$ cat config.mk
export PLATFORM = sky130hd
export DESIGN_NAME = egress_packet_reader_flat
export DESIGN_NICKNAME = d
export VERILOG_FILES = /design/src/rtl/egress_packet_reader_pkg.sv /design/src/rtl/egress_packet_reader_if.sv /design/src/rtl/egress_packet_reader_stats.sv /design/src/rtl/egress_packet_reader.sv /design/src/flat_wrapper.sv
export SDC_FILE = /design/constraint.sdc
export NUM_CORES = 1
export LEC_CHECK = 0
export CORE_MARGIN = 2
export CORE_UTILIZATION = 40
export CTS_BUF_LIST = sky130_fd_sc_hd__clkbuf_8
export CTS_CLUSTER_SIZE = 30
export DETAILED_ROUTE_END_ITERATION = 16
export PLACE_DENSITY = 0.66
export SLEW_MARGIN = 30
export SYNTH_ARGS = -nofsm -noshare
export SYNTH_HDL_FRONTEND = slang
export SYNTH_SLANG_ARGS = --single-unit
$ cat constraint.sdc
create_clock -name clk -period 4 [get_ports clk]
set_input_delay 0.8 -clock clk [delete_from_list [all_inputs] [get_ports clk]]
set_output_delay 0.8 -clock clk [all_outputs]
set_load 0.01 [all_outputs]
$ cat src/rtl/egress_packet_reader_pkg.sv
// Shared types and register map for the egress packet reader.
package egress_packet_reader_pkg;

    typedef logic [31:0] word_t;

    localparam word_t EOP_WORD = 32'h0;

    localparam logic [3:0] ADDR_DATA   = 4'd0;
    localparam logic [3:0] ADDR_STATUS = 4'd1;
    localparam logic [3:0] ADDR_PKTS   = 4'd2;
    localparam logic [3:0] ADDR_WORDS  = 4'd3;

    typedef enum logic [1:0] {EMPTY, FETCH, HOLD} egress_state_t;

endpackage

$ cat src/rtl/egress_packet_reader_if.sv
// Avalon-MM read-only slave bus between the host and one egress packet reader.
interface egress_packet_reader_if #(
    parameter int unsigned DATA_W = 32
) ();
    logic              chipselect;
    logic              read;
    logic [3:0]        address;
    logic [DATA_W-1:0] readdata;

    modport master (output chipselect, output read, output address, input readdata);
    modport slave  (input chipselect, input read, input address, output readdata);
endinterface

$ cat src/rtl/egress_packet_reader_stats.sv
// Popped-packet and popped-word counters; only instantiated under EGRESS_STATS_EN.
module egress_stats (
    input  logic        clk_i,
    input  logic        rst_i,
    input  logic        clr_i,
    input  logic        word_i,
    input  logic        eop_i,
    output logic [31:0] pkts_o,
    output logic [31:0] words_o
);
    logic [31:0] pkts_d, pkts_q, words_d, words_q;

    always_comb begin
        pkts_d  = pkts_q;
        words_d = words_q;
        if (clr_i) begin
            pkts_d  = '0;
            words_d = '0;
        end else begin
            if (eop_i)  pkts_d  = pkts_q + 32'd1;
            if (word_i) words_d = words_q + 32'd1;
        end
    end

    always_ff @(posedge clk_i or posedge rst_i) begin
        if (rst_i) begin
            pkts_q  <= '0;
            words_q <= '0;
        end else begin
            pkts_q  <= pkts_d;
            words_q <= words_d;
        end
    end

    assign pkts_o  = pkts_q;
    assign words_o = words_q;
endmodule

$ cat src/rtl/egress_packet_reader.sv
// Drains one switch output queue to the host over Avalon-MM with zero-bubble prefetch.
// Define EGRESS_STATS_EN to add packet/word counters at addresses 2 and 3.
module egress_packet_reader
    import egress_packet_reader_pkg::*;
#(
    parameter int unsigned ADDR_W = 12,
    parameter int unsigned DATA_W = 32
) (
    input  logic                    clk,
    input  logic                    reset,
    egress_packet_reader_if.slave   bus,
    input  logic                    flush,
    input  logic [ADDR_W-1:0]       wr_ptr,
    output logic [ADDR_W-1:0]       ram_rdaddress,
    output logic                    ram_rden,
    input  logic [DATA_W-1:0]       ram_q
);
    egress_state_t     state_d, state_q;
    logic [ADDR_W-1:0] rd_ptr_d, rd_ptr_q;
    logic [DATA_W-1:0] head_d, head_q;
    logic [DATA_W-1:0] readdata_d, readdata_q;
    logic              in_packet_d, in_packet_q;
    logic              underflow_d, underflow_q;

    logic [ADDR_W-1:0] avail;
    logic [ADDR_W:0]   occ_full;
    logic [12:0]       occ;
    logic [31:0]       status_word, stat_pkts, stat_words;
    logic [DATA_W-1:0] cur;
    logic              have, cur_valid, rd_sel, pop, issue, cur_eop;

    assign avail     = wr_ptr - rd_ptr_q;
    assign have      = (avail != '0);
    assign cur_valid = (state_q != EMPTY);
    // The RAM word is only live during FETCH; afterwards it is parked in head.
    assign cur       = (state_q == FETCH) ? ram_q : head_q;
    assign cur_eop   = (cur == DATA_W'(EOP_WORD));
    assign rd_sel    = bus.chipselect & bus.read;
    assign pop       = rd_sel & (bus.address == ADDR_DATA) & cur_valid & ~flush;
    assign issue     = ~flush & have & ((state_q == EMPTY) | pop);

    // Address/enable are combinational so ram_q lands in the FETCH cycle.
    assign ram_rden      = issue & ~reset;
    assign ram_rdaddress = rd_ptr_q;

    assign occ_full    = {1'b0, avail} + {{ADDR_W{1'b0}}, cur_valid};
    assign occ         = 13'(occ_full);
    assign status_word = {16'h0, underflow_q, in_packet_q, cur_valid, occ};

`ifdef EGRESS_STATS_EN
    logic eop_pop;
    assign eop_pop = pop & cur_eop & in_packet_q;

    egress_stats u_stats (
        .clk_i   (clk),
        .rst_i   (reset),
        .clr_i   (flush),
        .word_i  (pop),
        .eop_i   (eop_pop),
        .pkts_o  (stat_pkts),
        .words_o (stat_words)
    );
`else
    assign stat_pkts  = '0;
    assign stat_words = '0;
`endif

    always_comb begin
        state_d     = state_q;
        rd_ptr_d    = rd_ptr_q;
        head_d      = head_q;
        readdata_d  = readdata_q;
        in_packet_d = in_packet_q;
        underflow_d = underflow_q;
        if (flush) begin
            rd_ptr_d    = wr_ptr;
            state_d     = EMPTY;
            in_packet_d = 1'b0;
            underflow_d = 1'b0;
            if (rd_sel) readdata_d = '0;
        end else begin
            if (issue) rd_ptr_d = rd_ptr_q + ADDR_W'(1);
            case (state_q)
                EMPTY: if (have) state_d = FETCH;
                FETCH: begin
                    if (pop) begin
                        state_d = have ? FETCH : EMPTY;
                    end else begin
                        head_d  = ram_q;
                        state_d = HOLD;
                    end
                end
                HOLD:    if (pop) state_d = have ? FETCH : EMPTY;
                default: state_d = EMPTY;
            endcase
            if (pop) begin
                if (!cur_eop && !in_packet_q) in_packet_d = 1'b1;
                else if (cur_eop && in_packet_q) in_packet_d = 1'b0;
            end
            if (rd_sel) begin
                case (bus.address)
                    ADDR_DATA: begin
                        readdata_d = cur_valid ? cur : '0;
                        if (!cur_valid) underflow_d = 1'b1;
                    end
                    ADDR_STATUS: begin
                        readdata_d  = DATA_W'(status_word);
                        underflow_d = 1'b0;
                    end
                    ADDR_PKTS:  readdata_d = DATA_W'(stat_pkts);
                    ADDR_WORDS: readdata_d = DATA_W'(stat_words);
                    default:    readdata_d = '0;
                endcase
            end
        end
    end

    always_ff @(posedge clk or posedge reset) begin
        if (reset) begin
            state_q     <= EMPTY;
            rd_ptr_q    <= '0;
            head_q      <= '0;
            readdata_q  <= '0;
            in_packet_q <= 1'b0;
            underflow_q <= 1'b0;
        end else begin
            state_q     <= state_d;
            rd_ptr_q    <= rd_ptr_d;
            head_q      <= head_d;
            readdata_q  <= readdata_d;
            in_packet_q <= in_packet_d;
            underflow_q <= underflow_d;
        end
    end

    assign bus.readdata = readdata_q;
endmodule
$ cat src/flat_wrapper.sv
// flat-port wrapper written by rule: the top's interface ports become plain ports
module egress_packet_reader_flat import egress_packet_reader_pkg::*;
#(
    parameter int unsigned ADDR_W = 12,
    parameter int unsigned DATA_W = 32
)
  (clk, reset, flush, wr_ptr, ram_rdaddress, ram_rden, ram_q, bus_chipselect, bus_read, bus_address, bus_readdata);
  egress_packet_reader_if #(.DATA_W(DATA_W)) bus_i ();
  input  logic clk;
  input  logic reset;
  input  logic flush;
  input  logic [ADDR_W-1:0] wr_ptr;
  output logic [ADDR_W-1:0] ram_rdaddress;
  output logic ram_rden;
  input  logic [DATA_W-1:0] ram_q;
  input wire logic [$bits(bus_i.chipselect)-1:0] bus_chipselect;
  input wire logic [$bits(bus_i.read)-1:0] bus_read;
  input wire logic [$bits(bus_i.address)-1:0] bus_address;
  output wire logic [$bits(bus_i.readdata)-1:0] bus_readdata;
  assign bus_i.chipselect = bus_chipselect;
  assign bus_i.read = bus_read;
  assign bus_i.address = bus_address;
  assign bus_readdata = bus_i.readdata;
  egress_packet_reader #(.ADDR_W(ADDR_W), .DATA_W(DATA_W)) u_core (.clk(clk), .reset(reset), .bus(bus_i), .flush(flush), .wr_ptr(wr_ptr), .ram_rdaddress(ram_rdaddress), .ram_rden(ram_rden), .ram_q(ram_q));
endmodule
==> summary.md <==
| Metric | Value |
|---|---|
| Cell depth of the worst setup path | `11` |
| Wire per inst | `17.3 um` |
| Crit Path Class | `input port to output pin` |
| Slew HR | `44.3%` |
| CP Cell Sequence | `clkdlybuf4s50_1, ha_1, and3_4, buf_4, nand2_1, a21o_2, and3_4, nor4b_4, a31oi_4, and3_1, buf_2` |
| Final setup violation count | `0` |
| CTS Sinks | `80` |
| Core area | `12,000 um^2` |
| Part of the Yosys area used for sequential elements | `41.0%` |
| Clock Skews | `0.0136 ns` |
| Ranking of synthesized cells by area | `dfrtp_1, mux2_2, nand2_1` |
| Inserted Clock Buffers | `9` |
| Area growth from synthesis to layout | `41.3%` |
| Initial Utilization | `40.8%` |
| First-pass GRT wire length | `22.2 mm` |
| Max Cap Violations | `0` |
| HPWL after DPL | `10.4 mm` |
| Synthesized area per cell | `9.60 um^2` |
| Via count | `4,480` |
| Gr usage total | `21.8%` |
| Worst Hold Class | `register to register` |
| Critical path's largest stage delay | `0.44 ns` |
| # fillers | `1,039` |
| Vias in the first global route | `4,563` |
| Final net count | `727` |
| Buf+Inv Stages, Crit Path | `3` |
| Drt drc | `0` |
| Most frequent cell after synthesis | `dfrtp_1` |
| Vias/cell | `5.53` |
| Die W | `114 um` |
| Delay-heaviest family, CP | `simple AND/OR/NAND/NOR gates` |
| Die Height | `114 um` |
| Min Hold Slack | `0.487 ns` |
| Final min period | `3.93 ns` |
| Port buffer count | `97` |
| Setup total negative slack | `0 ns` |
| Worst setup EP type | `output pin` |
| Clock Path Buffers | `2` |
| Syn Inst Count | `508` |
| Tot Pwr | `3.14 mW` |
| Yosys top cell area share | `41.0%` |
| Crit path launch type | `input port` |
| Max-slew violations | `0` |
| Total Wirelength | `14.0 mm` |
| Status | `finished clean` |
| Root buffer cell | `clkbuf_8` |
| Max Fclk | `255 MHz` |
| Max VDD drop | `176 uV` |
| Gpl congestion | `0.866` |
| Worst Path Arrival | `3.13 ns` |
| Register area | `2000 um^2` |
| CTS H-Tree Depth | `3` |
| Hold Vio Cnt, Final | `0` |
| Cts hold-fix bufs | `0` |
| Post-route ant nets | `0` |
| CP required | `3.20 ns` |
| FF-to-FF path depth | `13` |
| Ys async rst share | `100%` |
| TritonCTS clock tree | `yes` |
| Register bit total from synthesis | `80` |
| EDFF count, synth | `0` |
| Antenna Diode Count | `0` |
| Unique masters post-synth | `68` |
| Main synth FF type | `dfrtp_1` |
| WHS Path Cells | `2` |
| Die area | `13,100 um^2` |
| P per Cell Area | `456 nW/um^2` |
| Crit path top cell by count | `and3_4` |
| Share of layout cells above drive strength 1 | `24.0%` |
| Clk slew on worst S/H paths | `0.09 ns` |
| Total gr overflow | `0` |
| Mapped Area | `4880 um^2` |
| Syn_nets | `576` |
| Largest net degree at the start of global routing | `81` |
| Final core occ | `57.6%` |
| Rows | `40` |
| Top cell type by total area after synthesis | `dfrtp_1` |
| Clock insertion delay at the later pin of the skew report | `0.38 ns` |
| Post-route clock period utilization | `98.2%` |
| Area of the multi-input gates | `2890 um^2` |
| Synthesis warning total | `0` |
| Commonest cells post-synth | `dfrtp_1, nand2_1, o21ai_0, mux2_2, a21oi_1` |
| DRT iter0 DRCs | `241` |
| Crit-path slowest cell | `clkdlybuf4s50_1` |
| Drt pass-1 iters | `4` |
| I/O pin total | `98` |
| Slew @ Worst Pin | `0.831 ns` |
| Antenna violations before repair | `0` |
| Crit path max fanout | `3` |
| P_leak | `2.89 nW` |
## kinds of logic after synthesis
group	synth area share, %
flops	41.0
compound gates	17.1
simple gates	19.0
mux	10.9
xor+xnor	3.77
buf+inv	4.00
fa+ha+maj	4.21
## worst paths after layout
check                                     endpoint  slack [ns]               startpoint
min in group asynchronous  u_core.ram_rdaddress[0]        0.97                    reset
max in group asynchronous  u_core.bus.readdata[10]        2.51                    reset
hold / removal             u_core.bus.readdata[31]        0.49  u_core.bus.readdata[31]
setup reg to reg           u_core.ram_rdaddress[8]        0.82  u_core.ram_rdaddress[0]
hold reg to reg            u_core.bus.readdata[31]        0.49  u_core.bus.readdata[31]
setup / recovery                          ram_rden        0.07                wr_ptr[7]
## tightest hold or removal path, stage by stage, from the launching register on
cell     delay (ns)
dfrtp_1        0.35
nand2_1        0.04
o21ai_0        0.06
## flip-flops by register name, indices dropped and copies added, names as in the netlist
name / cells
u_core.state_q: 2
u_core.underflow_q: 1
u_core.bus.readdata: 32
u_core.in_packet_q: 1
u_core.ram_rdaddress: 12
u_core.head_q: 32
## stage by stage
stage          cell area [um^2]  cells  setup slack [ns]
2_1_floorplan              4880    508             0.166
3_3_place_gp               6370    787            -0.603
3_5_place_dp               6370    787            -0.670
4_1_cts                    6730    805          0.000597
5_1_grt                    6890    810           -0.0251
6_report                   6890    810            0.0725
## repair_timing
| action | in CTS | in global routing |
|---|---|---|
| endpoints found under the setup margin | 1 | 1 |
| pin swaps | 6 | 15 |
| gates resized for setup | 22 | 24 |
| setup buffers | 3 | 6 |
## metal layers
layer	part of all wire, %	routed length, um	track usage [%]	up-vias
li1	-	-	-	2161
met1	41	5780	25.1	2172
met2	51	7190	39.6	123
met3	5.0	697	5.24	24
met4	2.3	320	6.83	0
met5	0	0	0	-
## power by group
part	total, mW	switching (mW)	internal, mW
logic	1.25	0.587	0.667
clock network	0.738	0.322	0.416
registers	1.15	0.154	0.992
total	3.14	1.06	2.08
## layout by cell type (no fill, tap or decap), drive strengths merged, types with 7 or more instances in the layout
master / n
nand2b: 7
or3: 7
nor2: 18
dfrtp: 80
ha: 14
clkdlybuf4s50: 89
nand2: 66
nor3: 10
mux2i: 17
mux2: 32
inv: 16
or4: 7
nand4: 8
o21ai: 37
a31oi: 9
nor4: 13
xor2: 8
buf: 71
and3: 7
a21oi: 33
xnor2: 13
nand3: 15
clkbuf: 9
## final cells by class
type	count	share of cell area, %
Clock inverter	6	1.71
Sequential cell	80	29.1
Tap cell	147	2.67
Clock buffer	9	1.80
Timing Repair Buffer	167	21.9
Inverter	17	0.944
Multi-Input combinational cell	384	41.9
(Power assumes the default switching activity.)
